$ cat config.mk
export PLATFORM = sky130hd
export DESIGN_NAME = ft_bus_arbiter
export DESIGN_NICKNAME = d
export VERILOG_FILES = /design/src/rtl/ft_bus_arbiter.sv
export SDC_FILE = /design/constraint.sdc
export NUM_CORES = 1
export LEC_CHECK = 0
export BUFFER_PORTS_ARGS = -buffer_cell sky130_fd_sc_hd__buf_2
export CAP_MARGIN = 20
export CELL_PAD_IN_SITES_DETAIL_PLACEMENT = 1
export CELL_PAD_IN_SITES_GLOBAL_PLACEMENT = 2
export CORE_MARGIN = 3
export CORE_UTILIZATION = 29
export CTS_CLUSTER_DIAMETER = 50
export DETAILED_ROUTE_END_ITERATION = 8
export PLACE_DENSITY = 0.7
export SLEW_MARGIN = 40
export SYNTH_ARGS = -nofsm -noshare
export SYNTH_HDL_FRONTEND = slang
export SYNTH_SLANG_ARGS = --single-unit
$ cat constraint.sdc
create_clock -name usb_clk -period 1.7 [get_ports usb_clk]
set_input_delay 0 -clock usb_clk [delete_from_list [all_inputs] [get_ports usb_clk]]
set_output_delay 0 -clock usb_clk [all_outputs]
set_load 0.02 [all_outputs]
$ cat src/rtl/ft_bus_arbiter.sv
// Half-duplex scheduler for a 32-bit FT245/FT600-style synchronous FIFO bus.
// Picks RX or TX each burst and drives the bus strobes and FIFO handshakes.
module ft_bus_arbiter #(
  parameter int MAX_BURST   = 256,
  parameter int TURN_CYCLES = 1,
  parameter int CNT_W       = 9
) (
  input  logic usb_clk,
  input  logic rst,
  input  logic usb_rxf,
  input  logic usb_txe,
  input  logic tx_req,
  input  logic rx_ready,
  output logic usb_oe,
  output logic usb_rd,
  output logic usb_wr,
  output logic drive_en,
  output logic rx_capture,
  output logic tx_advance,
  output logic busy,
  output logic dir
);

  typedef enum logic [2:0] {
    IDLE,
    RD_OE,
    RD_BURST,
    WR_BURST,
    TURN
  } state_t;

  localparam int TURN_W = (TURN_CYCLES > 1) ? $clog2(TURN_CYCLES) : 1;
  localparam logic [CNT_W-1:0]  MAX_CNT   = CNT_W'(MAX_BURST);
  localparam logic [CNT_W-1:0]  LAST_BEAT = CNT_W'(MAX_BURST - 1);
  localparam logic [TURN_W-1:0] LAST_TURN = TURN_W'(TURN_CYCLES - 1);

  state_t              state_q, state_d;
  logic [CNT_W-1:0]    cnt_q, cnt_d;
  logic [TURN_W-1:0]   turn_q, turn_d;
  logic                dir_q, dir_d;
  logic                rd_want, wr_want;

  assign rd_want = usb_rxf & rx_ready;
  assign wr_want = usb_txe & tx_req;

  // NOTE: state registers use non-blocking assignments so every flop samples
  // the pre-edge value of every other flop, independent of block ordering.
  always_ff @(posedge usb_clk or negedge rst) begin
    if (!rst) begin
      state_q <= IDLE;
      cnt_q   <= '0;
      turn_q  <= '0;
      dir_q   <= 1'b1;
    end else begin
      state_q <= state_d;
      cnt_q   <= cnt_d;
      turn_q  <= turn_d;
      dir_q   <= dir_d;
    end
  end

  // NOTE: every signal written here gets a default first, so no path through
  // the case statement can leave one unassigned and infer a latch.
  always_comb begin
    state_d    = state_q;
    cnt_d      = cnt_q;
    turn_d     = turn_q;
    dir_d      = dir_q;
    usb_oe     = 1'b0;
    usb_rd     = 1'b0;
    usb_wr     = 1'b0;
    drive_en   = 1'b0;
    rx_capture = 1'b0;
    tx_advance = 1'b0;

    case (state_q)
      IDLE: begin
        // On contention the direction not used last time wins; dir resets
        // to write so the first contended grant is a read.
        if (rd_want && (!wr_want || dir_q)) begin
          state_d = RD_OE;
          dir_d   = 1'b0;
          cnt_d   = '0;
        end else if (wr_want) begin
          state_d = WR_BURST;
          dir_d   = 1'b1;
          cnt_d   = '0;
        end
      end

      RD_OE: begin
        usb_oe  = 1'b1;
        state_d = RD_BURST;
      end

      RD_BURST: begin
        usb_oe     = 1'b1;
        usb_rd     = rx_ready && (cnt_q < MAX_CNT);
        rx_capture = usb_rd && usb_rxf;
        if (rx_capture) begin
          cnt_d = cnt_q + CNT_W'(1);
        end
        if (!usb_rxf || !rx_ready || (rx_capture && (cnt_q == LAST_BEAT))) begin
          state_d = TURN;
          turn_d  = '0;
        end
      end

      WR_BURST: begin
        drive_en   = 1'b1;
        usb_wr     = tx_req && usb_txe && (cnt_q < MAX_CNT);
        tx_advance = usb_wr;
        if (usb_wr) begin
          cnt_d = cnt_q + CNT_W'(1);
        end
        if (!tx_req || !usb_txe || (usb_wr && (cnt_q == LAST_BEAT))) begin
          state_d = TURN;
          turn_d  = '0;
        end
      end

      TURN: begin
        if (turn_q == LAST_TURN) begin
          state_d = IDLE;
        end else begin
          turn_d = turn_q + TURN_W'(1);
        end
      end

      default: state_d = IDLE;
    endcase
  end

  assign busy = (state_q != IDLE);
  assign dir  = dir_q;

endmodule
**Word level (Yosys, flattened, before mapping)**

Cells that the tools add are included.

- Bits of input ports: 6
- Bits in registers: 14

- $lt $le $gt $ge: 1
- Reductions and logical operators: 27
- Muxes and demuxes: 22
- Bitwise operators: 2
- Equal/unequal tests: 11
- Add/sub/neg operators: 2

Operators by type and width:

| operator | number |
|---|---|
| $mux 9 | 4 |
| $pmux 9 s3 | 1 |
| $mux 3 | 5 |
| $pmux 3 s5 | 1 |
| $mux 1 | 10 |
| $ne 2x2->1 const B | 5 |
| $add 9x1->9 const B | 1 |
| $eq 9x8->1 const B | 1 |
| $lt 9x9->1 const B | 1 |
| $reduce_bool 3->1 | 3 |
| $reduce_and 4->1 | 2 |
| $logic_and 1x1->1 | 7 |
| $eq 3x2->1 const B | 2 |
| $logic_not 1->1 | 5 |
| $logic_or 1x1->1 | 5 |
| $eq 3x1->1 const B | 1 |
| $eq 3x3->1 const B | 1 |
| $logic_not 3->1 | 1 |
| $ne 3x3->1 const B | 1 |
| $pmux 1 s3 | 1 |
| $reduce_and 3->1 | 1 |
| $and 1x1->1 | 2 |
| $reduce_and 2->1 | 1 |
| $reduce_bool 2->1 | 1 |
| 2 further kinds | 2 |

**Logic depth before layout (Yosys ltp)**

Gate-level depths: netlist of the first run.

- Depth after elaboration: 7
- Mapped depth: 9

**Worst setup path before layout of the first run**

OpenSTA, ideal clock, no wires.

- Kind: register to register
- From: register cnt_q[0]
- To: register state_q[1]
- Stages on the path, launching flop included: 10
- Data required time: 1.614 ns
- Path slack: -0.134 ns
- Buffers on the path: 0
- Arrival time: 1.748 ns
- Library setup time: 0.086 ns
- Path through: dfrtp_1 > ha_1 > and3_1 > and3_1 > and3_1 > ha_1 > nor2b_1 > a21oi_1 > nor2_1 > nor3_1

- Longest elaborated chain between the ends: 7
- Elaborated cells on any way between the ends: 12
- Classes of those cells: order compare (1); eq/ne (3); reduce/logical (8)

Ends and longest elaborated chain:

| element | line | RTL |
|---|---|---|
| start, declared | 38 | `logic [CNT_W-1:0] cnt_q, cnt_d;` |
| start signal, assigned | 56 | `cnt_q <= cnt_d;` |
| $lt 9x9->1 | 98, 111 |  |
| $logic_and 1x1->1 | 98 | `usb_rd = rx_ready && (cnt_q < MAX_CNT);` |
| $logic_and 1x1->1 | 99 | `rx_capture = usb_rd && usb_rxf;` |
| $logic_and 1x1->1 | 103 | `if (!usb_rxf \|\| !rx_ready \|\| (rx_capture && (cnt_q == LAST_BEAT))) begin` |
| $logic_or 1x1->1 | 103 |  |
| $ne 2x2->1 (no source line) | n/a |  |
| $reduce_and 4->1 (no source line) (*) | n/a |  |
| end signal, assigned | 55 | `state_q <= state_d;` |
| end, declared | 37 | `state_t state_q, state_d;` |

Every way passes the cells marked *; elsewhere a longest branch is shown, timed or not.
A chain may end at the register's enable or synchronous reset.

**Final worst setup path of the first run**

- From: register cnt_q[1]
- To: register state_q[0]

Same word-level chain as after synthesis.

==> reports/metrics.yaml, run 1 <==
place:
  gp_congestion: 0.7729
  hpwl_um: 1775
  port_buffers: 13
critical_path:
  r2r_setup_slack_ns: -0.1
  cpPeakStageDelay_ns: 0.39
  path_max_fanout: 2
  crit_arrival_ns: 2.02
  startpoint_type: "flop"
  reg2reg_from: "cnt_q[1]"
  end_kind: "flop"
  crit_chain: "ha_2 -> and3_4 -> and3_4 -> and3_4 -> ha_4 -> nor2b_4 -> o32a_1 -> nor2_1"
  cp.required_ns: 1.92
  cpMostUsedCell: "and3_4"
  path_class: "reg2reg"
  critPathSlowestCell: "dfrtp_1"
  reg2reg_to: "state_q[0]"
  r2r_cells: 8
cts:
  cts_root_buf: "clkbuf_4"
  clock_path_buffers: 2
  path_clk_slew_ns: 0.09
  cts.sinks: 13
  clkLatencyLatePin_ns: 0.28
  cts_tree: "built"
  ctsHtreeMaxLevel: 1
  cts_buffers: 3
global_routing:
  antenna_found_initial: 0
  track_usage_pct: 15.11
  grt_pass1_wl_um: 4057
  grt_max_degree: 14
  grt_pass1_vias: 871
  grt.overflow.total: 0
layout:
  final_layout_size_suffix_gt1_share_pct: 48.48
  final_util_pct: 49.08
  nNetsFinal: 141
  syn_to_final_growth_pct: 53.47
  antenna_cells: 0
  fillers: 307
power_and_ir_drop:
  intPower_mw: 1.031
  peakVddDrop_v: 0.0009084
  switching_share_pct: 41.74
  power.density_nw_per_um2: 1393
  leakagePower_nw: 0.5747
  p_switching_uw: 738.9
  clock_power_share_pct: 11.5
  combPwrFrac_pct: 62.3
  finalPower_mw: 1.770
  p_seq_share_pct: 26.2
timing:
  tightest_slew_ns: 0.3146
  report.final.hold_viol_count: 0
  period_share_pct: 105.8
  slew_viol_final: 0
  worst_slack_ns: -0.09849
  finalSetupViolations: 3
  rsz0062_at_grt: "true"
  fin_crit_ns: 1.798
  fin_skew_ns: 0.007743
  max_slew_margin_pct: 79.03
  fmax_mhz: 556.0
  holdWs_ns: 0.02787
drt:
  route.detailed.drc: 0
  antenna_left: 0
  drt_iter0_markers: 14
  wl_per_cell_um: 14.85
  vias: 826
  wirelength_um: 2406
  vias_per_cell: 5.099
  firstDrtPassIters: 2
min_path:
  min_from: "usb_txe"
  holdPathStages: 3
  hold_path_end: "dir"
  hold_class: "in2reg"
synth:
  synthCells: 89
  ys_types: 37
  synth_most_common_cell: "dfrtp_1"
  ys_seq_area_share_pct: 39.43
  synth_flop_cell: "dfrtp_1"
  ys_ff_latch: 13
  synth.largest_area_cell: "dfrtp_1"
  syn_area_sq_um: 828.3
  synth_edf_count: 0
  ys_warn_count: 0
  synth_area_leaders: "dfrtp_1 36%, nand2_1 4.1%, mux2i_1 3.6%"
  synthesis.nets: 97
  synth_common_cells: "12 x dfrtp_1, 9 x nand2_1, 6 x inv_1, 6 x nand3_1, 6 x nor2_1"
  async_reset_ff_share_pct: 100.0
  netlist.area_leader.share_pct: 36.25
  synth_area_per_cell_sq_um: 9.307
floorplanning:
  die_area_sq_um: 3534
  core_sq_um: 2590
  fp-row-count: 18
  start_util_pct: 31.98
  io_pins: 14
  die-width_um: 59.45
  die_y_um: 59.45
outcome:
  violations: "negative setup slack"
  status: "finished with violations"
job:
  max-cap-violations: 0
[cell usage in the layout (no fill, tap or decap), types with 3 or more instances in the layout]
| cell | instances |
|---|---|
| and3_4 | 3 |
| buf_2 | 13 |
| buf_4 | 26 |
| clkbuf_4 | 3 |
| dfrtp_1 | 12 |
| dlygate4sd3_1 | 3 |
| inv_1 | 6 |
| mux2i_1 | 3 |
| nand2_1 | 8 |
| nand2b_1 | 4 |
| nand3_1 | 6 |
| nor2_1 | 6 |
[metrics by stage]
step	std cells	setup WS [ns]	area, sq um	TNS (ns)
global placement	145	-0.1092	1069	-0.2834
finish	162	-0.09849	1271	-0.1604
global route	162	-0.1851	1271	-0.5473
detailed placement	145	-0.1494	1069	-0.5551
floorplan	89	-0.04434	865.8	-0.05781
CTS	157	-0.09791	1181	-0.1679
[cell families (layout without fill, tap and decap cells)]
| family | Yosys count | count (layout) | synth area share [%] |
|---|---|---|---|
| AND/OR/NAND/NOR | 42 | 42 | 28.10 |
| AO/OA/AOI/OAI | 16 | 16 | 16.47 |
| flip-flops | 13 | 13 | 39.43 |
| buffers and inverters | 11 | 54 | 6.947 |
| multiplexers | 4 | 4 | 4.985 |
| adder cells (fa/ha/maj) | 2 | 2 | 3.021 |
| XOR/XNOR | 1 | 1 | 1.058 |
[what timing repair did]
action                                  4_1_cts  5_1_grt
endpoints found under the hold margin        14        0
pin swaps                                     4        5
hold buffers                                  3        0
endpoints found under the setup margin       10        9
setup buffers                                 5        5
resized for setup                             4       10
gates cloned                                  0        0
[state kept, by name (all words and copies together) (netlist names)]
register / flops
state_q: 3
cnt_q: 9
dir: 1
[area by class of cell]
class / count / area, sq um / share of cell area (%)
clock buffer: 4 / 26.28 / 2.067
timing repair buffer: 44 / 312.8 / 24.61
inverter: 6 / 22.52 / 1.772
tap: 30 / 37.54 / 2.953
multi-input combinational: 65 / 545.5 / 42.91
sequential: 13 / 326.6 / 25.69
[layer usage]
metal	global-route usage, %	routed length (um)	up-vias
li1	-	-	407
met3	2.614	48	2
met2	26.52	1202	7
met5	0	0	-
met1	19.31	1140	410
met4	2.913	14	0
[worst max-delay path, delay by kind of cell, from the launching register on]
kind	cells	cell delay, ns
AO/OA/AOI/OAI	1	0.28
adder cells (fa/ha/maj)	2	0.34
flip-flops	1	0.39
AND/OR/NAND/NOR	5	0.75
[worst max path at each step]
stage	start	endpoint	slack (ns)	cells past startpoint
floorplan	cnt_q[1]	state_q[0]	-0.04	8
global placement	cnt_q[0]	state_q[1]	-0.11	9
detailed placement	cnt_q[0]	state_q[1]	-0.15	9
CTS	cnt_q[1]	state_q[0]	-0.1	8
global route	cnt_q[0]	state_q[0]	-0.19	8
finish	cnt_q[1]	state_q[0]	-0.1	8
[power groups by stage]
stage | Combinational, mW | Sequential (mW) | Clock, mW
floorplan | 0.522 | 0.480 | 0
global placement | 0.862 | 0.472 | 0
detailed placement | 0.877 | 0.477 | 0
global route | 1.21 | 0.483 | 0.228
CTS | 0.974 | 0.463 | 0.208
finish | 1.10 | 0.465 | 0.203
Power figures use the tool's default switching activity.
==> run 2: changes to the inputs <==
CTS_CLUSTER_SIZE = 14   (was unset)
PLACE_DENSITY = unset   (was 0.7)
PLACE_DENSITY_LB_ADDON = 0.08   (was unset)
==> run 2 against run 1 <==
  * The flow still finishes with violations (negative setup slack)
  * Clock power about the same
  * Count of clock-buffer cells in the layout unchanged
  * Hold slack better by 0.0063 ns
  * Design area down 4.3%
  * First-iteration DRC count down 64%
  * Largest power group unchanged
==> reports/metrics.yaml, run 2 (synthesized netlist as in run 1, its figures left out) <==
power_and_ir_drop:
  power.density_nw_per_um2: 1407
  leakagePower_nw: 0.5449
  peakVddDrop_v: 0.0007611
  finalPower_mw: 1.712
place:
  port_buffers: 13
  preCtsSetupSlack_ns: -0.1496
  hpwl_um: 1755
  dp_cells: 144
  placed_area_sq_um: 1074
  gp_congestion: 0.7465
drt:
  drt_iter0_markers: 5
  vias_per_cell: 5.090
  route.detailed.drc: 0
  wl_per_cell_um: 16.21
  antenna_left: 0
  firstDrtPassIters: 4
  wirelength_um: 2512
  vias: 789
layout:
  syn_to_final_growth_pct: 46.83
  antenna_cells: 0
  final_cell_mix: "19 x buf_4, 13 x buf_2, 12 x dfrtp_1, 9 x nand2_1"
  final_layout_size_suffix_gt1_share_pct: 47.20
  nNetsFinal: 134
  regMostFlops: "cnt_q"
  layout.cells.non_filler: 155
  layout_commonest_cell: "buf_4"
  fillers: 303
  largest_register_ffs: 9
  finalInstanceArea_sq_um: 1216
  final_util_pct: 46.96
cts:
  clkLatencyLatePin_ns: 0.28
  clock_path_buffers: 2
  cts_root_buf: "clkbuf_4"
  ctsHtreeMaxLevel: 1
  path_clk_slew_ns: 0.09
  cts_tree: "built"
  cts.sinks: 13
  cts_buffers: 3
timing:
  fmax_mhz: 554.2
  slew_viol_final: 0
  holdWs_ns: 0.03417
  fin_crit_ns: 1.804
  report.final.hold_viol_count: 0
  rsz0062_at_grt: "true"
  worst_slack_ns: -0.1043
  tightest_slew_ns: 0.3285
  max_slew_margin_pct: 78.10
  period_share_pct: 106.1
  finalSetupViolations: 7
  finalSetupTns_ns: -0.3914
  fin_skew_ns: 0.002818
floorplanning:
  core_sq_um: 2590
  io_pins: 14
  fp-row-count: 18
  start_util_pct: 31.98
  die_area_sq_um: 3534
  die-width_um: 59.45
  die_y_um: 59.45
critical_path:
  crit_arrival_ns: 2.02
  cp.required_ns: 1.92
  crit_chain: "ha_2 -> and3_4 -> and3_4 -> and3_4 -> ha_4 -> nor2b_4 -> o32a_1 -> nor2_1"
  cpMostUsedCell: "and3_4"
  r2r_setup_slack_ns: -0.10
  setup.worst_path.start: "cnt_q[1]"
  end_kind: "flop"
  critPathSlowestCell: "dfrtp_1"
  path_max_fanout: 2
  startpoint_type: "flop"
  reg2reg_from: "cnt_q[1]"
  path_class: "reg2reg"
  cpPeakStageDelay_ns: 0.40
global_routing:
  grt_pass1_vias: 809
  grt_max_degree: 16
  antenna_found_initial: 0
  track_usage_pct: 15.11
  grt.overflow.total: 0
  grt_pass1_wl_um: 3905
outcome:
  violations: "negative setup slack"
  status: "finished with violations"
min_path:
  hold_class: "in2reg"
  min_from: "usb_txe"
job:
  max-cap-violations: 0
-- run 2: worst paths after layout --
kind                         endpoint  cells past startpoint
max                        state_q[0]                      8
min reg2reg                  cnt_q[7]                      2
max in group asynchronous         dir                      2
min                               dir                      3
min in group asynchronous    cnt_q[5]                      2
max reg2reg                state_q[0]                      8
-- run 2: worst max-delay path, delay by kind of cell, from the launching register on --
| family | cells | cell delay, ns |
|---|---|---|
| AND/OR/NAND/NOR | 5 | 0.73 |
| flip-flops | 1 | 0.40 |
| adder cells (fa/ha/maj) | 2 | 0.33 |
| AO/OA/AOI/OAI | 1 | 0.27 |
-- run 2: report_power, final --
part / internal [mW] / switching, mW / total, mW / leakage (nW)
Sequential: 0.399 / 0.0693 / 0.469 / 0.173
Clock: 0.0911 / 0.109 / 0.201 / 0.0150
Combinational: 0.488 / 0.554 / 1.04 / 0.357
-- run 2: cell type report --
cell class                      count  area (sq um)  share of cell area, %
Multi-Input combinational cell     65         534.3                  43.93
Sequential cell                    13         326.6                  26.85
Timing Repair Buffer               37         269.0                  22.12
Tap cell                           30         37.54                  3.086
Clock buffer                        4         26.28                  2.160
Inverter                            6         22.52                  1.852
-- run 2: repair_timing --
item,CTS,global route
setup buffers,3,1
pin swaps,5,1
hold endpoints to repair,14,0
hold buffers,3,0
cloned,0,0
setup endpoints to repair,10,13
resized for setup,5,7
-- run 2: layer usage --
layer,vias up,share of wire [%],track usage [%]
met1,389,50,21.28
met3,2,2.1,3.922
li1,392,-,-
met2,6,47,22.31
met4,0,0.92,4.854
met5,-,0,0
==> run 3: changes to the inputs <==
CORE_MARGIN = 2   (was 3)
RECOVER_POWER = 100   (was unset)
==> run 3 against run 2 <==
  * The flow still finishes with violations (negative setup slack)
  * Non-clock buffer count up 3
  * Sequential power shrank 2%
  * Hold slack better by 0.035 ns
  * Core utilization shrank 4.1 points
  * Cell count rose by 2.6%
  * Via count grew 4.2%
  * First-iteration DRC count rose to 4.0 times the previous value
  * Die area down 6.6%
  * Clock power decreased by 3%
  * Count of clock-buffer cells in the layout stayed put
  * Worst setup slack got worse by 0.065 ns
  * Sequential cell count unchanged
  * Largest cell class unchanged
  * Largest power group unchanged
==> reports/metrics.yaml, run 3 (synthesized netlist as in run 1, its figures left out) <==
timing:
  report.final.hold_viol_count: 0
  worst_slack_ns: -0.1693
  holdWs_ns: 0.06900
  fmax_mhz: 535.0
  max_slew_margin_pct: 49.97
  fin_crit_ns: 1.869
  tightest_slew_ns: 0.7505
  period_share_pct: 110.0
  finalSetupViolations: 3
  fin_skew_ns: 0.002707
  slew_viol_final: 0
  rsz0062_at_grt: "true"
min_path:
  hold_class: "in2reg"
  min_from: "usb_txe"
  hold_path_end: "dir"
  holdPathStages: 3
layout:
  layout_commonest_cell: "buf_4"
  syn_to_final_growth_pct: 41.54
  final_layout_size_suffix_gt1_share_pct: 39.84
  nNetsFinal: 137
  final_cell_mix: "22 x buf_4, 12 x dfrtp_1, 8 x nand2_1, 7 x buf_2"
  regMostFlops: "cnt_q"
  antenna_cells: 0
  largest_register_ffs: 9
  fillers: 326
drt:
  wirelength_um: 2321
  vias_per_cell: 5.170
  dr_wl_met2_um: 1198
  top_layer_used: "met4"
  vias: 822
  wl_met1_um: 1020
  wl_per_cell_um: 14.60
  wl_met3_um: 78
  firstDrtPassIters: 4
  antenna_left: 0
  route.detailed.drc: 0
  drt_iter0_markers: 20
outcome:
  violations: "negative setup slack"
  status: "finished with violations"
power_and_ir_drop:
  power.density_nw_per_um2: 1339
  p_seq_share_pct: 29.2
  finalPower_mw: 1.570
  p_switching_uw: 671.4
  peakVddDrop_v: 0.001038
  clock_power_share_pct: 12.3
  switching_share_pct: 42.76
  leakagePower_nw: 0.5233
  intPower_uw: 898.6
  combPwrFrac_pct: 58.4
critical_path:
  path_class: "reg2reg"
  cpMostUsedCell: "and3_4"
  crit_arrival_ns: 2.05
  startpoint_type: "flop"
  path_buf_inv: 0
  end_kind: "flop"
  r2r_cells: 9
  r2r_setup_slack_ns: -0.17
  critPathTopFamily: "simple AND/OR/NAND/NOR gates"
  path_max_fanout: 2
  crit_cells: 9
  reg2reg_from: "cnt_q[1]"
  cp.required_ns: 1.89
  crit_chain: "ha_2 -> and3_4 -> and3_4 -> and3_4 -> ha_4 -> nor2b_4 -> a21oi_2 -> nor2_1 -> nor3_2"
  cpPeakStageDelay_ns: 0.40
  reg2reg_to: "state_q[1]"
  critPathSlowestCell: "dfrtp_1"
place:
  port_buffers: 13
  preCtsSetupSlack_ns: -0.2101
  gp_congestion: 0.7067
  hpwl_um: 1706
cts:
  cts_root_buf: "clkbuf_4"
  ctsHtreeMaxLevel: 1
  cts_buffers: 3
  path_clk_slew_ns: 0.08
  clock_path_buffers: 2
  cts_tree: "built"
  clkLatencyLatePin_ns: 0.27
  cts.sinks: 13
job:
  max-cap-violations: 0
global_routing:
  grt.overflow.total: 0
  grt_max_degree: 14
  track_usage_pct: 14.80
  antenna_found_initial: 0
  grt_pass1_vias: 810
  grt_pass1_wl_um: 3774
floorplanning:
  die_y_um: 57.45
  fp-row-count: 19
  io_pins: 14
  core_sq_um: 2734
  die_area_sq_um: 3300
  start_util_pct: 30.30
  die-width_um: 57.45
## run 3: tightest hold or removal path, stage by stage
cell and delay, ns:
buf_2 0.12, a31oi_1 0.15, a41oi_1 0.06
## run 3: layout make-up
type | count | area [sq um] | share of cell area, %
Clock buffer | 4 | 26.28 | 2.241
Inverter | 6 | 22.52 | 1.921
Multi-Input combinational cell | 65 | 494.2 | 42.16
Sequential cell | 13 | 326.6 | 27.85
Tap cell | 31 | 38.79 | 3.308
Timing Repair Buffer | 40 | 264.0 | 22.52
## run 3: through the flow
stage	TNS, ns	area, sq um	utilization (%)	cells
floorplan	-0.05781	865.8	-	89
global placement	-0.2463	1055	38.58	144
detailed placement	-0.3653	1055	38.58	144
CTS	-0.2091	1142	41.78	154
global route	-0.9419	1172	42.88	159
finish	-0.3614	1172	42.88	159
## run 3: metal layers
metal / up-vias / global-route usage (%)
met2: 16 / 26.30
li1: 400 / -
met5: - / 0
met3: 4 / 2.041
met1: 402 / 18.67
met4: 0 / 3.987
## run 3: power groups by stage
stage,clock network [mW],registers (mW),logic (mW)
2_1_floorplan,0,0.480,0.522
3_3_place_gp,0,0.461,0.861
3_5_place_dp,0,0.467,0.874
4_1_cts,0.203,0.459,0.926
5_1_grt,0.214,0.473,1.01
6_report,0.194,0.458,0.918
## run 3: worst max path at each step
| stage | endpoint | slack, ns | startpoint |
|---|---|---|---|
| final | state_q[1] | -0.17 | cnt_q[1] |
| after global routing | state_q[1] | -0.23 | cnt_q[1] |
| after CTS | state_q[0] | -0.11 | cnt_q[1] |
| after detailed placement | state_q[1] | -0.21 | cnt_q[0] |
| after global placement | state_q[1] | -0.19 | cnt_q[1] |
| after floorplan | state_q[0] | -0.04 | cnt_q[1] |
## run 3: repair_timing
action	in CTS	in global routing
cloned	0	0
setup endpoints to repair	5	10
gates resized for setup	2	4
setup buffers	3	5
pin swaps	2	4
hold endpoints to repair	14	0
hold buffers	3	0
